==> config.mk <==
export PLATFORM = sky130hd
export DESIGN_NAME = midi_key_encoder
export DESIGN_NICKNAME = d
export VERILOG_FILES = /design/src/rtl/midi_key_encoder.sv
export SDC_FILE = /design/constraint.sdc
export NUM_CORES = 1
export LEC_CHECK = 0
export CORE_ASPECT_RATIO = 1.4
export CORE_UTILIZATION = 61
export DETAILED_ROUTE_END_ITERATION = 8
export PLACE_DENSITY_LB_ADDON = 0.08
export REMOVE_ABC_BUFFERS = 1
export SYNTH_ARGS = -nofsm -noshare
export SYNTH_HDL_FRONTEND = slang
export SYNTH_SLANG_ARGS = --single-unit
export TNS_END_PERCENT = 20
==> constraint.sdc <==
create_clock -name clk -period 10.6 [get_ports clk]
set_input_delay 2.65 -clock clk [delete_from_list [all_inputs] [get_ports clk]]
set_output_delay 2.65 -clock clk [all_outputs]
set_load 0.005 [all_outputs]
==> src/rtl/midi_key_encoder.sv <==
`default_nettype none
// ============================================================================
// Module   : midi_key_encoder
// Brief    : Debounces NUM_KEYS keys and streams MIDI Note-On/Off messages
//            bytewise over a valid/ready interface through an event FIFO.
// Revision : 1.0 - initial parametrised release
// ============================================================================
module midi_key_encoder #(
    parameter int NUM_KEYS   = 10,
    parameter int DB_CYCLES  = 256,
    parameter int FIFO_DEPTH = 8,
    parameter int BASE_NOTE  = 60,
    parameter int CHANNEL    = 0
) (
    input  logic                          clk,
    input  logic                          rst_n,
    input  logic [NUM_KEYS-1:0]           keys_raw,
    input  logic [4:0]                    pitchshift,
    input  logic [6:0]                    velocity,
    input  logic                          enable,
    output logic [NUM_KEYS-1:0]           keys_db,
    output logic [7:0]                    m_data,
    output logic                          m_valid,
    input  logic                          m_ready,
    output logic [$clog2(FIFO_DEPTH):0]   fifo_level
);

    localparam int CNT_W  = $clog2(DB_CYCLES);
    localparam int IDX_W  = (NUM_KEYS > 1) ? $clog2(NUM_KEYS) : 1;
    localparam int ADDR_W = $clog2(FIFO_DEPTH);
    localparam logic [CNT_W-1:0] CNT_MAX = CNT_W'(DB_CYCLES - 1);
    localparam logic [ADDR_W:0]  LVL_FULL = (ADDR_W + 1)'(FIFO_DEPTH);
    localparam logic [3:0]       CH = 4'(CHANNEL);

    // Reset: asynchronous assert, release synchronised to clk.
    logic [1:0] rst_pipe;
    logic       rst_int_n;

    always_ff @(posedge clk or negedge rst_n) begin
        if (!rst_n) begin
            rst_pipe <= 2'b00;
        end else begin
            rst_pipe <= {rst_pipe[0], 1'b1};
        end
    end

    assign rst_int_n = rst_pipe[1];

    logic [NUM_KEYS-1:0] sync1;
    logic [NUM_KEYS-1:0] sync2;

    always_ff @(posedge clk or negedge rst_int_n) begin
        if (!rst_int_n) begin
            sync1 <= '0;
            sync2 <= '0;
        end else begin
            sync1 <= keys_raw;
            sync2 <= sync1;
        end
    end

    generate
        for (genvar k = 0; k < NUM_KEYS; k++) begin : g_debounce
            logic [CNT_W-1:0] cnt;
            logic             db;

            always_ff @(posedge clk or negedge rst_int_n) begin
                if (!rst_int_n) begin
                    cnt <= '0;
                    db  <= 1'b0;
                end else if (sync2[k] == db) begin
                    cnt <= '0;
                end else if (cnt == CNT_MAX) begin
                    cnt <= '0;
                    db  <= ~db;
                end else begin
                    cnt <= cnt + 1'b1;
                end
            end

            assign keys_db[k] = db;
        end
    endgenerate

    logic [NUM_KEYS-1:0] keys_db_q;
    logic [NUM_KEYS-1:0] rise;
    logic [NUM_KEYS-1:0] fall;

    assign rise = keys_db & ~keys_db_q;
    assign fall = ~keys_db & keys_db_q;

    logic [NUM_KEYS-1:0] on_pend;
    logic [NUM_KEYS-1:0] off_pend;
    logic [NUM_KEYS-1:0] sounding;
    logic [6:0]          note_lat [NUM_KEYS];

    // Scanner: lowest-index Off first, then lowest-index On.
    logic             off_found;
    logic             on_found;
    logic [IDX_W-1:0] off_idx;
    logic [IDX_W-1:0] on_idx;

    always_comb begin
        off_found = 1'b0;
        on_found  = 1'b0;
        off_idx   = '0;
        on_idx    = '0;
        for (int i = NUM_KEYS - 1; i >= 0; i--) begin
            if (off_pend[i]) begin
                off_found = 1'b1;
                off_idx   = IDX_W'(i);
            end
            if (on_pend[i]) begin
                on_found = 1'b1;
                on_idx   = IDX_W'(i);
            end
        end
    end

    logic [8:0] note_sum;
    logic [6:0] note_on;

    assign note_sum = 9'(BASE_NOTE) + 9'(on_idx) + {{4{pitchshift[4]}}, pitchshift};
    assign note_on  = note_sum[8] ? 7'd0 : (note_sum[7] ? 7'd127 : note_sum[6:0]);

    logic             fifo_full;
    logic             fifo_empty;
    logic             push;
    logic             pop;
    logic [7:0]       push_data;
    logic [7:0]       rd_data;

    assign fifo_full  = (fifo_level == LVL_FULL);
    assign fifo_empty = (fifo_level == '0);
    assign push       = (off_found | on_found) & ~fifo_full;
    assign push_data  = off_found ? {1'b0, note_lat[off_idx]} : {1'b1, note_on};

    // The scanner's effect is applied before the edges of the same cycle, so a
    // release coinciding with its own Note-On push still queues the Note-Off.
    logic [NUM_KEYS-1:0] on_n;
    logic [NUM_KEYS-1:0] off_n;
    logic [NUM_KEYS-1:0] snd_n;

    always_comb begin
        on_n  = on_pend;
        off_n = off_pend;
        snd_n = sounding;
        if (push) begin
            if (off_found) begin
                off_n[off_idx] = 1'b0;
                snd_n[off_idx] = 1'b0;
            end else begin
                on_n[on_idx]  = 1'b0;
                snd_n[on_idx] = 1'b1;
            end
        end
        for (int i = 0; i < NUM_KEYS; i++) begin
            if (rise[i] && enable) begin
                on_n[i] = 1'b1;
            end
            if (fall[i]) begin
                if (on_n[i]) begin
                    on_n[i] = 1'b0;
                end else if (snd_n[i]) begin
                    off_n[i] = 1'b1;
                end
            end
        end
    end

    always_ff @(posedge clk or negedge rst_int_n) begin
        if (!rst_int_n) begin
            keys_db_q <= '0;
            on_pend   <= '0;
            off_pend  <= '0;
            sounding  <= '0;
            for (int i = 0; i < NUM_KEYS; i++) begin
                note_lat[i] <= 7'd0;
            end
        end else begin
            keys_db_q <= keys_db;
            on_pend   <= on_n;
            off_pend  <= off_n;
            sounding  <= snd_n;
            if (push && !off_found) begin
                note_lat[on_idx] <= note_on;
            end
        end
    end

    logic [7:0]      mem [FIFO_DEPTH];
    logic [ADDR_W:0] wptr;
    logic [ADDR_W:0] rptr;

    always_ff @(posedge clk) begin
        if (push) begin
            mem[wptr[ADDR_W-1:0]] <= push_data;
        end
    end

    always_ff @(posedge clk or negedge rst_int_n) begin
        if (!rst_int_n) begin
            wptr <= '0;
            rptr <= '0;
        end else begin
            if (push) begin
                wptr <= wptr + 1'b1;
            end
            if (pop) begin
                rptr <= rptr + 1'b1;
            end
        end
    end

    assign fifo_level = wptr - rptr;
    assign rd_data    = mem[rptr[ADDR_W-1:0]];

    typedef enum logic [1:0] {
        S_IDLE   = 2'd0,
        S_STATUS = 2'd1,
        S_NOTE   = 2'd2,
        S_VEL    = 2'd3
    } ser_state_t;

    ser_state_t state;
    logic       ev_on;
    logic [6:0] ev_note;
    logic [6:0] ev_vel;

    assign pop = (state == S_IDLE) && !fifo_empty;

    always_ff @(posedge clk or negedge rst_int_n) begin
        if (!rst_int_n) begin
            state   <= S_IDLE;
            m_valid <= 1'b0;
            m_data  <= 8'h00;
            ev_on   <= 1'b0;
            ev_note <= 7'd0;
            ev_vel  <= 7'd0;
        end else begin
            case (state)
                S_IDLE: begin
                    if (!fifo_empty) begin
                        ev_on   <= rd_data[7];
                        ev_note <= rd_data[6:0];
                        ev_vel  <= (velocity == 7'd0) ? 7'd1 : velocity;
                        m_data  <= {(rd_data[7] ? 4'h9 : 4'h8), CH};
                        m_valid <= 1'b1;
                        state   <= S_STATUS;
                    end
                end
                S_STATUS: begin
                    if (m_valid && m_ready) begin
                        m_data <= {1'b0, ev_note};
                        state  <= S_NOTE;
                    end
                end
                S_NOTE: begin
                    if (m_valid && m_ready) begin
                        m_data <= ev_on ? {1'b0, ev_vel} : 8'h40;
                        state  <= S_VEL;
                    end
                end
                S_VEL: begin
                    if (m_valid && m_ready) begin
                        m_data  <= 8'h00;
                        m_valid <= 1'b0;
                        state   <= S_IDLE;
                    end
                end
                default: begin
                    state   <= S_IDLE;
                    m_valid <= 1'b0;
                end
            endcase
        end
    end

endmodule
`default_nettype wire

## After elaboration in Yosys (flattened, before gate mapping)

Memories as Yosys holds them, arrays and structs flattened.
Cells that the tools add are included.

| operators by class | value |
|---|---|
| equal/unequal tests | 28 |
| reduce and logical (&&, ||, !) cells | 35 |
| multiplexer cells | 147 |
| $add $sub $neg | 15 |
| bitwise gates (word level) | 36 |
| $lt $le $gt $ge | 7 |

Operators by type and width:

| operator | number |
|---|---|
| 2-to-1 mux 8 bit | 25 |
| adder 8 x 1 -> 8 bit (second input constant) | 10 |
| equality test 8 bit (second input constant) | 10 |
| 2-to-1 mux 4 bit | 20 |
| 2-to-1 mux 1 bit | 77 |
| bitwise mux 70 bit | 1 |
| 2-to-1 mux 10 bit | 6 |
| AND 10 bit | 5 |
| 2-to-1 mux 7 bit | 7 |
| NOT 10 bit | 4 |
| case mux 8 bit (4 select lines) | 1 |
| binary-select mux 7 bit (select 4 bit) | 1 |
| demux 7 bit (select 4 bit) | 1 |
| NOT 1 bit | 22 |
| AND reduction 2 bit | 11 |
| logical AND 1 bit | 16 |
| equality test 1 bit | 10 |
| >= comparator 5 bit (second input constant) | 2 |
| < comparator 4 x 5 -> 1 bit (second input constant) | 2 |
| NOT 4 -> 5 bit | 2 |
| bitwise OR 10 bit | 1 |
| adder 8 x 5 -> 9 bit | 1 |
| adder 4 x 1 -> 4 bit (second input constant) | 2 |
| demux 1 bit (select 4 bit) | 2 |
| 20 further kinds | 29 |

| storage, ports and cells | value |
|---|---|
| output and inout port bits | 23 |
| register bits | 256 |
| memory bits (writable) | 64 |
| input bits | 26 |
| memories | 1 |
| word-level logic and storage cells | 314 |

Memory list:

| memory | words | width | rd ports | clocked after Yosys merged registers in | write ports | line | source |
|---|---|---|---|---|---|---|---|
| mem | 8 | 8 | 1 | 0 | 1 | 191 | `logic [7:0] mem [FIFO_DEPTH];` |

## Logic depth before layout (Yosys ltp)

| depth | value |
|---|---|
| word-level depth | 21 |
| depth in mapped cells | 16 |
| depth with buffers taken out | 14 |

## Worst setup path after synthesis

Ideal clock, no wire load.

| timing | value |
|---|---|
| path kind | input -> register |
| start point | in pitchshift[0] |
| end point | mem mem[0][2] (data pin) |
| path buffers | 2 |
| setup slack | 5.746 ns |
| data required time | 10.363 ns |
| stages on the path | 11 |
| setup time | 0.237 ns |
| data arrival time | 4.617 ns |
| cells stage by stage | ha_1 inv_1 fa_1 nor2b_1 o21a_1 o211ai_1 or2_2 clkbuf_1 and2_1 clkbuf_1 a22oi_1 |

| between the ends | value |
|---|---|
| longest elaborated chain between the ends | 4 |

Ends and longest elaborated chain:

| item | line | source |
|---|---|---|
| from (decl) | 18 | `input logic [4:0] pitchshift,` |
| adder 8 x 5 -> 9 bit (*) | 123 | `assign note_sum = 9'(BASE_NOTE) + 9'(on_idx) + {{4{pitchshift[4]}}, pitchshift};` |
| 2-to-1 mux 7 bit | 124 | `assign note_on = note_sum[8] ? 7'd0 : (note_sum[7] ? 7'd127 : note_sum[6:0]);` |
| 2-to-1 mux 7 bit (*) | 124 |  |
| 2-to-1 mux 8 bit (*) | 136 | `assign push_data = off_found ? {1'b0, note_lat[off_idx]} : {1'b1, note_on};` |
| via push_data[2] | 130 | `logic [7:0] push_data;` |
| to (decl) | 191 |  |

The timed path passes the listed nets; every way through them passes the cells marked *.

## Worst setup path after layout

| timing | value |
|---|---|
| start point | reg rptr[1] |
| end point | out fifo_level[3] |

| between the ends | value |
|---|---|
| longest elaborated chain between the ends | 1 |

Ends and longest elaborated chain:

| item | line | source |
|---|---|---|
| from (decl) | 193 | `logic [ADDR_W:0] rptr;` |
| from (signal assigned) | 210 | `rptr <= rptr + 1'b1;` |
| subtractor 4 bit | 215 | `assign fifo_level = wptr - rptr;` |
| to (decl) | 25 | `output logic [$clog2(FIFO_DEPTH):0] fifo_level` |

No other way between the ends.

==> qor.yml <==
clocking:
  post_cts_buffers: 0
  holdBufCountCts: 0
  post_cts_resized: 0
  clk_latency_ns: 0.56
  cts_max_level: 1
  cts_tree: "built"
  cts_buffer_depth: 3
  root_buffer: "clkbuf_16"
  cts_buffers: 31
  clkTransAtPathRegs_ns: 0.07
  cts.sinks: 320
flow_run:
  max_cap_violations: 0
floorplan:
  core_area_um2: 23300
  dieArea_um2: 24400
  die_h_um: 185
  die_w_um: 132
  rows: 66
  io_pins: 49
  start_util_pct: 62.3
detailed_routing:
  antenna_left: 0
  routed_wl_um: 30000
  drc: 0
  drtIter0Drc: 597
  post_drt_wl_per_cell_um: 18.3
  dr.pass1.iters: 5
  drt-vias-per-instance: 5.79
  vias: 9518
yosys:
  synthesis.area_um2: 14500
  yosysWarnings: 0
  synth_ff_type: "dfrtp_1"
  synth_top_area_share_pct: 44.1
  avgSynthCellArea_um2: 11.4
  netlist_instances: 1275
  ys_ff_latch: 320
  synth-seq-area-share_pct: 57.4
  synth.distinct_cells: 71
  synth-edff-count: 64
  synth_top_area_cell: "dfrtp_1"
  ys_top_cells_by_area: "dfrtp_1 (44%), edfxtp_1 (13%), nand2_1 (4.0%)"
  async_reset_ff_share_pct: 80.0
place:
  gp_congestion: 0.858
  dpl.hpwl_um: 20600
  io_buffers: 48
power_and_ir_drop:
  power.total_uw: 3650
  power_density_nw_per_um2: 224
  leakagePower_uw: 0.00703
  ir_worst_vdd_mv: 0.180
finish:
  fill_cells: 1742
  final_layout_size_suffix_gt1_share_pct: 10.4
  top_register: "g_debounce.cnt"
  area_growth_pct: 12.0
  nets: 1371
  largest_reg_flops: 80
  diodes: 0
outcome:
  status: "completed"
setup_path:
  cp-end-kind: "output port"
  critPathMaxFanout: 20
  crit_path_start_kind: "register"
  crit_path_cell_trace: "inv_1 > ha_1 > nor2b_1 > o21ai_0 > a21oi_1 > nor2_1 > clkdlybuf4s50_1"
  cp_slowest_cell: "dfrtp_1"
  critPathTopFamily: "flip-flops"
  critPathRequiredTime_ns: 7.95
  path_class: "reg -> out"
  slowest_delay_ns: 0.90
  r2r-start: "on_pend[3]"
  cp-startpoint: "rptr[1]"
  cp_num_buf_inv: 2
  crit_arrival_ns: 3.01
timing:
  finClkSkew_ns: 0.0192
  max_slew_margin_pct: 27.0
  fin_setup_tns_ns: 0
  worstMarginPinSlew_ns: 1.09
  hold_viol_final: 0
  period_share_pct: 53.4
  rsz0062_at_grt: "false"
  fin_crit_ns: 5.66
  maxSlewViolCount: 0
  report.final.setup_viol: 0
  max_freq_mhz: 177
global_routing:
  overflow: 0
  grt_max_degree: 147
  grt_pass1_vias: 9516
  grt_pass1_wl_um: 48900
  grt_antenna_before_repair: 0
  grt_usage_pct: 25.6
hold_path:
  worstHoldPathType: "reg -> async"
-- cell usage after synthesis, drive strengths merged (23+ instances only) --
library cell	n
nor2	111
xor2	60
mux2i	23
a21oi	40
dfrtp	256
inv	51
ha	29
xnor2	31
edfxtp	64
mux2	24
nand2	157
o21ai	92
nand3	50
buf	30
-- cells in the final DEF, fill, tap and decap left out, types with 16 or more instances in the layout --
master,count
mux2_2,24
clkbuf_16,31
o21ai_1,24
o21ai_0,67
xnor2_1,31
and3_1,19
edfxtp_1,64
dfrtp_1,255
mux4_2,16
inv_1,51
nand3_1,50
ha_1,29
nor2_1,109
xor2_1,60
mux2i_1,23
clkdlybuf4s50_1,48
a22oi_1,17
nand2_1,156
and2_1,20
a21oi_1,38
-- routing by layer --
| metal | GRT usage [%] | vias up | wire [µm] |
|---|---|---|---|
| li1 | - | 4536 | - |
| met2 | 46.6 | 240 | 15800 |
| met3 | 3.19 | 68 | 1290 |
| met5 | 0 | - | 0 |
| met1 | 30.4 | 4674 | 11900 |
| met4 | 11.4 | 0 | 1060 |
-- path summary, 6_finish.rpt --
kind	depth (start not counted)	end	slack, ns
setup / recovery	7	fifo_level[3]	4.94
hold / removal	0	sync1[2]	0.33
setup reg to reg	10	mem[4][5]	6.36
hold reg to reg	0	sync1[2]	0.33
max in group asynchronous	1	rst_pipe[1]	8.22
min in group clk	0	sync2[4]	0.35
-- metrics by stage --
stage,cells,utilization (%),instance area (µm²),hold WS (ns),worst slack (ns)
finish,1644,69.8,16300,0.327,4.94
global route,1644,69.8,16300,0.355,4.70
CTS,1644,69.8,16300,0.352,4.84
detailed placement,1587,65.3,15200,0.338,4.82
global placement,1587,65.3,15200,0.333,4.90
floorplan,1223,-,14200,0.331,2.94
-- power by group --
part	total (µW)	internal [µW]	switching [µW]
registers	1580	1460	124
clock network	1130	661	464
logic	942	381	561
total	3650	2500	1150
-- cell families (layout without fill, tap and decap cells) --
logic type,after synthesis,in the layout,synth area share [%]
buf+inv,105,168,3.31
simple gates,439,439,15.2
compound gates,225,225,9.90
xor+xnor,91,91,5.49
mux,63,63,5.93
fa+ha+maj,31,31,2.78
flops,320,320,57.4
other cells,1,1,0.0258
-- area by class of cell --
| type | count | area, µm² | share of cell area (%) |
|---|---|---|---|
| clock buffers | 33 | 793 | 4.88 |
| clock inverters | 24 | 254 | 1.56 |
| inverters | 53 | 199 | 1.22 |
| multi-input cells | 850 | 5730 | 35.2 |
| flip-flops and latches | 320 | 8330 | 51.3 |
| well taps | 306 | 383 | 2.36 |
| repair buffers | 58 | 568 | 3.49 |
Power figures use the tool's default switching activity.
